[src/rtl/dac_start_pkg.sv]
// Shared definitions for the DAC start sequencer: state encoding,
// startDAC register field positions and status word field positions.
package dac_start_pkg;

    // Sequencer states; codes are visible in the status word and must not move.
    typedef enum logic [2:0] {
        ST_IDLE      = 3'd0,
        ST_RESET     = 3'd1,
        ST_WAIT_SYNC = 3'd2,
        ST_DELAY     = 3'd3,
        ST_RUN       = 3'd4
    } dac_state_e;

    // startDAC register fields
    localparam int REG_START_BIT     = 0;
    localparam int REG_STOP_BIT      = 1;
    localparam int REG_SYNC_MODE_BIT = 2;
    localparam int REG_DELAY_LSB     = 16;
    localparam int REG_DELAY_W       = 16;

    // Number of low register bits that go through the edge detector (start, stop)
    localparam int NUM_CMD_BITS      = 2;

    // Status word fields
    localparam int STAT_STATE_LSB    = 0;
    localparam int STAT_STATE_W      = 3;
    localparam int STAT_TIMEOUT_BIT  = 3;
    localparam int STAT_READY_BIT    = 4;
    localparam int STAT_COUNT_LSB    = 16;
    localparam int STAT_COUNT_W      = 16;

    // Saturating 16-bit increment used by the start counter
    function automatic logic [15:0] sat_inc16(input logic [15:0] v);
        return (v == 16'hFFFF) ? v : v + 16'd1;
    endfunction

    // Assemble the readback status word from its fields
    function automatic logic [31:0] pack_status(
        input dac_state_e  st,
        input logic        to_flag,
        input logic        ready,
        input logic [15:0] cnt
    );
        logic [31:0] s;
        s = '0;
        s[STAT_STATE_LSB +: STAT_STATE_W] = st;
        s[STAT_TIMEOUT_BIT]               = to_flag;
        s[STAT_READY_BIT]                 = ready;
        s[STAT_COUNT_LSB +: STAT_COUNT_W] = cnt;
        return s;
    endfunction

endpackage

[src/rtl/dac_start_seq.sv]
// DAC start sequencer: edge-detects start/stop from the startDAC register and
// walks IDLE -> RESET -> (WAIT_SYNC) -> (DELAY) -> RUN, driving the DAC reset,
// DAC enable and a LUT re-alignment pulse. All outputs are registered decodes
// of the next state so they switch on the same edge as the state register.
// Optional feature macro: DAC_START_TIMEOUT_EN -- when defined, WAIT_SYNC gives
// up after TIMEOUT_CYCLES cycles without a sync pulse and flags it in status[3].
module dac_start_seq
    import dac_start_pkg::*;
#(
    parameter int RST_CYCLES     = 16,
    parameter int TIMEOUT_CYCLES = 2**24
) (
    input  logic        user_clk,
    input  logic        user_rst_n,
    input  logic [31:0] reg_data,
    input  logic        sync_in,
    input  logic        dac_ready,
    output logic        dac_rst,
    output logic        dac_en,
    output logic        lut_sync,
    output logic [31:0] status
);

    // RST_CYCLES is limited to 1..255, so an 8-bit down-counter is enough
    localparam logic [7:0] RST_CNT_INIT = 8'(RST_CYCLES - 1);

    // Register input pipeline and derived command pulses
    logic [31:0]             data_q;
    logic [NUM_CMD_BITS-1:0] data_qq;
    logic [NUM_CMD_BITS-1:0] cmd_pulse;
    logic                    start_pulse;
    logic                    stop_pulse;
    logic                    sync_mode;
    logic [REG_DELAY_W-1:0]  delay_val;
    logic                    sync_q;

    // Sequencer state
    dac_state_e  state_reg, state_next;
    logic [7:0]  rst_cnt_reg, rst_cnt_next;
    logic [15:0] dly_cnt_reg, dly_cnt_next;
    logic [15:0] start_cnt_reg, start_cnt_next;
    logic        run_entry;
    logic        timeout_flag_next;

    // Register bits that carry no function here are folded away explicitly
    logic        unused_bits;
    assign unused_bits = ^{data_q[REG_DELAY_LSB-1:REG_SYNC_MODE_BIT+1], (TIMEOUT_CYCLES > 0)};

    // Two-stage capture of the register value and the sync pulse
    always_ff @(posedge user_clk or negedge user_rst_n) begin
        if (!user_rst_n) begin
            data_q  <= '0;
            data_qq <= '0;
            sync_q  <= 1'b0;
        end else begin
            data_q  <= reg_data;
            data_qq <= data_q[NUM_CMD_BITS-1:0];
            sync_q  <= sync_in;
        end
    end

    // Rising-edge detect on the start and stop bits
    genvar gi;
    generate
        for (gi = 0; gi < NUM_CMD_BITS; gi++) begin : g_cmd_edge
            assign cmd_pulse[gi] = data_q[gi] & ~data_qq[gi];
        end
    endgenerate

    assign start_pulse = cmd_pulse[REG_START_BIT];
    assign stop_pulse  = cmd_pulse[REG_STOP_BIT];
    assign sync_mode   = data_q[REG_SYNC_MODE_BIT];
    assign delay_val   = data_q[REG_DELAY_LSB +: REG_DELAY_W];

`ifdef DAC_START_TIMEOUT_EN
    // Counter width just large enough to hold TIMEOUT_CYCLES-1
    localparam int TO_W = (TIMEOUT_CYCLES > 1) ? $clog2(TIMEOUT_CYCLES) : 1;
    localparam logic [TO_W-1:0] TO_LAST = TO_W'(TIMEOUT_CYCLES - 1);

    logic [TO_W-1:0] to_cnt_reg, to_cnt_next;
    logic            timeout_reg;
`endif

    // Next-state and counter logic; stop has priority over every state
    always_comb begin
        state_next        = state_reg;
        rst_cnt_next      = rst_cnt_reg;
        dly_cnt_next      = dly_cnt_reg;
`ifdef DAC_START_TIMEOUT_EN
        to_cnt_next       = to_cnt_reg;
        timeout_flag_next = timeout_reg;
`else
        timeout_flag_next = 1'b0;
`endif
        if (stop_pulse) begin
            state_next = ST_IDLE;
        end else begin
            case (state_reg)
                ST_IDLE: begin
                    if (start_pulse) begin
                        state_next        = ST_RESET;
                        rst_cnt_next      = RST_CNT_INIT;
                        timeout_flag_next = 1'b0;
                    end
                end
                ST_RESET: begin
                    if (rst_cnt_reg != 8'd0) begin
                        rst_cnt_next = rst_cnt_reg - 8'd1;
                    end else if (dac_ready) begin
                        // Reset time served and DAC locked: pick the release path
                        if (sync_mode) begin
                            state_next = ST_WAIT_SYNC;
`ifdef DAC_START_TIMEOUT_EN
                            to_cnt_next = '0;
`endif
                        end else if (delay_val != '0) begin
                            state_next   = ST_DELAY;
                            dly_cnt_next = delay_val - 16'd1;
                        end else begin
                            state_next = ST_RUN;
                        end
                    end
                end
                ST_WAIT_SYNC: begin
                    if (sync_q) begin
                        if (delay_val != '0) begin
                            state_next   = ST_DELAY;
                            dly_cnt_next = delay_val - 16'd1;
                        end else begin
                            state_next = ST_RUN;
                        end
                    end
`ifdef DAC_START_TIMEOUT_EN
                    else if (to_cnt_reg == TO_LAST) begin
                        state_next        = ST_IDLE;
                        timeout_flag_next = 1'b1;
                    end else begin
                        to_cnt_next = to_cnt_reg + 1'b1;
                    end
`endif
                end
                ST_DELAY: begin
                    // Loaded with delay-1, so the state lasts exactly delay cycles
                    if (dly_cnt_reg == 16'd0) begin
                        state_next = ST_RUN;
                    end else begin
                        dly_cnt_next = dly_cnt_reg - 16'd1;
                    end
                end
                ST_RUN: begin
                    state_next = ST_RUN;
                end
                default: begin
                    state_next = ST_IDLE;
                end
            endcase
        end
    end

    // A RUN entry restarts the LUT and bumps the saturating start count
    assign run_entry      = (state_next == ST_RUN) && (state_reg != ST_RUN);
    assign start_cnt_next = run_entry ? sat_inc16(start_cnt_reg) : start_cnt_reg;

`ifdef DAC_START_TIMEOUT_EN
    // WAIT_SYNC timeout counter and sticky timeout flag
    always_ff @(posedge user_clk or negedge user_rst_n) begin
        if (!user_rst_n) begin
            to_cnt_reg  <= '0;
            timeout_reg <= 1'b0;
        end else begin
            to_cnt_reg  <= to_cnt_next;
            timeout_reg <= timeout_flag_next;
        end
    end
`endif

    // State, counters and Moore outputs decoded from the next state
    always_ff @(posedge user_clk or negedge user_rst_n) begin
        if (!user_rst_n) begin
            state_reg     <= ST_IDLE;
            rst_cnt_reg   <= '0;
            dly_cnt_reg   <= '0;
            start_cnt_reg <= '0;
            dac_rst       <= 1'b0;
            dac_en        <= 1'b0;
            lut_sync      <= 1'b0;
            status        <= '0;
        end else begin
            state_reg     <= state_next;
            rst_cnt_reg   <= rst_cnt_next;
            dly_cnt_reg   <= dly_cnt_next;
            start_cnt_reg <= start_cnt_next;
            dac_rst       <= (state_next == ST_RESET);
            dac_en        <= (state_next == ST_RUN);
            lut_sync      <= run_entry;
            status        <= pack_status(state_next, timeout_flag_next, dac_ready, start_cnt_next);
        end
    end

endmodule
[config.mk]
export PLATFORM = sky130hd
export DESIGN_NAME = dac_start_seq
export DESIGN_NICKNAME = d
export VERILOG_FILES = /design/src/rtl/dac_start_pkg.sv /design/src/rtl/dac_start_seq.sv
export SDC_FILE = /design/constraint.sdc
export NUM_CORES = 1
export LEC_CHECK = 0
export BUFFER_PORTS_ARGS = -buffer_cell sky130_fd_sc_hd__clkbuf_2
export CAP_MARGIN = 10
export CORE_AREA = 4 4 90 92
export DETAILED_ROUTE_END_ITERATION = 6
export DIE_AREA = 0 0 94 96
export GPL_TIMING_DRIVEN = 0
export PLACE_DENSITY_LB_ADDON = 0.2
export SYNTH_ARGS = -nofsm -noshare
export SYNTH_HDL_FRONTEND = slang
export SYNTH_SLANG_ARGS = --single-unit
export TNS_END_PERCENT = 5
[constraint.sdc]
create_clock -name user_clk -period 3.2 [get_ports user_clk]
set_clock_uncertainty 0.2 [all_clocks]
set_input_delay 0 -clock user_clk [delete_from_list [all_inputs] [get_ports user_clk]]
set_output_delay 0 -clock user_clk [all_outputs]
set_load 0.02 [all_outputs]
==> run metrics <==
routability congestion estimate=0.866; Avg WL per Cell=around 15 um; placed cell area=~4000 um^2; Worst-Margin Slew=roughly 770 ps; Final Hold Fails=0; final setup vio count=0; worst relative slew slack=about half; Die Span Y=roughly 96 um; Final HPWL DP=approximately 6000 um; Antenna diodes=0; WHS=roughly 90 ps; core box area=about 7200 um^2; CTS Buf Count=9; first-pass GRT wire length=14,000 um; fraction of layout cells with a size suffix above 1=21.6%; Max clock buf depth=2; register area=1730 um^2; cells after synthesis=370; Metal-1 WL=around 3800 um; WP data arrival=3090 ps; max-cap violations=0; first-iteration detailed-routing DRC count=200; Clock Latency Late Sink=350 ps; FP Rows=31; CTS tree=done; total negative slack=0 ps; worst hold-check path type=input port to flop; drt first pass iters=7; post-layout min period=approximately 3100 ps; max FFs per register=19; final net count=503; Worst IR Drop VDD=0.289 mV; max-slew violations=0; DRC=0; vias in the first global route=2,988; mean cell area of the mapped netlist=9.75 um^2; Vias/cell=~5.5; status=finished clean; yosys warns=0; GRT Resource Usage Total=about a fifth; Ports=71; Synth top area share=47.9%; sequential share of the synthesized area=a little under half; area of the multi-input gates=1740 um^2; critical path endpoint category=flop; clock slew at reported path FFs=~80 ps; top cells by count, synth=69 x dfrtp_1, 38 x nor2_1, 34 x nand2_1, 22 x o21ai_0, 19 x nor3_1; RSZ-0062 raised after global routing=no; Leak Pwr=about 2.0 nW; Pwr Density=between 500 and 600 nW/um^2; ys async rst share=100%; IO buf count=45; Die Span X=approximately 94 um; Synth area leader=dfrtp_1; WL final=between 8000 and 9000 um; total grt overflow=0; Fmax=about 330 MHz; effective utilization at floorplan=about half; synth unique cells=60; Startpoint Class=flop; largest net degree at the start of global routing=43; critical path required time=~3200 ps; top layer in use=met4; met2 wire length=4050 um; most common cell in the netlist=dfrtp_1; final period utilization=~96%; full die area=roughly 9000 um^2; Synth area leaders=dfrtp_1 48%, nor2_1 4.0%, xor2_1 3.9%; post-layout instance area=~4500 um^2; Post-Syn Area=3610 um^2; flops & latches, synth=~70; area delta synth->final=25.2%; final core occ=a little over three fifths; Setup CP Type=flop to flop; Max H-tree Level=3; Post-synth EDFFs=0; DR WL met3=464 um; vias=slightly above 3,000; Layout fillers=around 630; initial antenna violation count=0; CP max FO=6; Root Driver=clkbuf_8; post-route ant nets=0; Top FF cell, synth=dfrtp_1; clk sinks=69
worst paths after layout:
kind | to | from | slack [ps] | depth (start not counted)
min reg2reg | data_qq[0] | data_q[0] | 180 | 0
max reg2reg | dly_cnt_reg[2] | rst_cnt_reg[0] | 130 | 8
min | data_q[25] | reg_data[25] | 90 | 2
min in group asynchronous | rst_cnt_reg[4] | user_rst_n | 520 | 4
max in group asynchronous | dly_cnt_reg[1] | user_rst_n | 2050 | 4
max | dly_cnt_reg[2] | rst_cnt_reg[0] | 130 | 8
layout by cell type, fill, tap and decap left out, types with 5 or more instances in the layout:
cell type	Yosys	routed
nor2_1	38	38
nand4_1	5	5
clkbuf_8	0	9
dfrtp_1	69	69
or4_1	5	5
nor4_1	10	9
inv_1	12	12
nand2b_1	5	5
xor2_1	16	16
a221o_1	5	5
nor3_1	19	19
xnor2_1	8	8
nand3_1	15	15
o21ai_0	22	21
clkbuf_2	0	45
a31oi_1	5	5
conb_1	1	12
dlygate4sd3_1	0	23
buf_4	12	14
a21oi_1	12	12
nand2_1	34	34
stage by stage:
step           setup slack, ps  power (mW)  cells
6_report                   132        2.34    567
2_1_floorplan             62.1        1.46    381
3_3_place_gp              -326        1.58    525
3_5_place_dp              -378        1.60    526
5_1_grt                   15.5        2.47    567
4_1_cts                   9.68        2.34    567
cell families after synthesis:
group,Yosys count,share of synthesized area [%]
simple gates,161,24.0
fa+ha+maj,4,1.39
xor+xnor,24,5.83
buf+inv,36,5.62
mux,5,1.42
other cells,1,0.104
flops,69,47.9
compound gates,70,13.7
worst max-delay path, stage by stage (launching register included):
cell	delay, ps
dfrtp_1	420
inv_1	120
ha_1	160
nor4bb_1	440
nand2_1	150
o21ai_0	400
o2111a_1	450
nand2_1	230
o311ai_0	370
final cells by class:
| type | count | area share, % |
|---|---|---|
| tap | 99 | 2.74 |
| timing repair buffer | 72 | 11.4 |
| clock buffer | 9 | 2.74 |
| inverter | 12 | 0.998 |
| buffer | 23 | 3.74 |
| sequential | 69 | 38.2 |
| multi-input combinational | 276 | 38.5 |
| clock inverter | 7 | 1.66 |
what timing repair did:
item | in CTS | in global routing
endpoints found under the hold margin | 90 | 0
gates resized for setup | 3 | 10
hold buffers | 24 | 0
endpoints found under the setup margin | 3 | 21
setup buffers | 2 | 0
pin swaps | 1 | 3
power breakdown:
group,switching (mW),leakage (nW),total [mW],internal [mW]
clock network,0.351,0.0918,0.713,0.362
registers,0.168,0.841,1.17,1.01
logic,0.253,1.11,0.455,0.202
metal layers:
metal	GRT usage (%)	vias to the layer above
met2	32.9	113
met3	3.99	13
met1	25.9	1480
li1	-	1503
met5	0	-
met4	7.46	0
No activity file was read; power rests on OpenSTA's default activity.
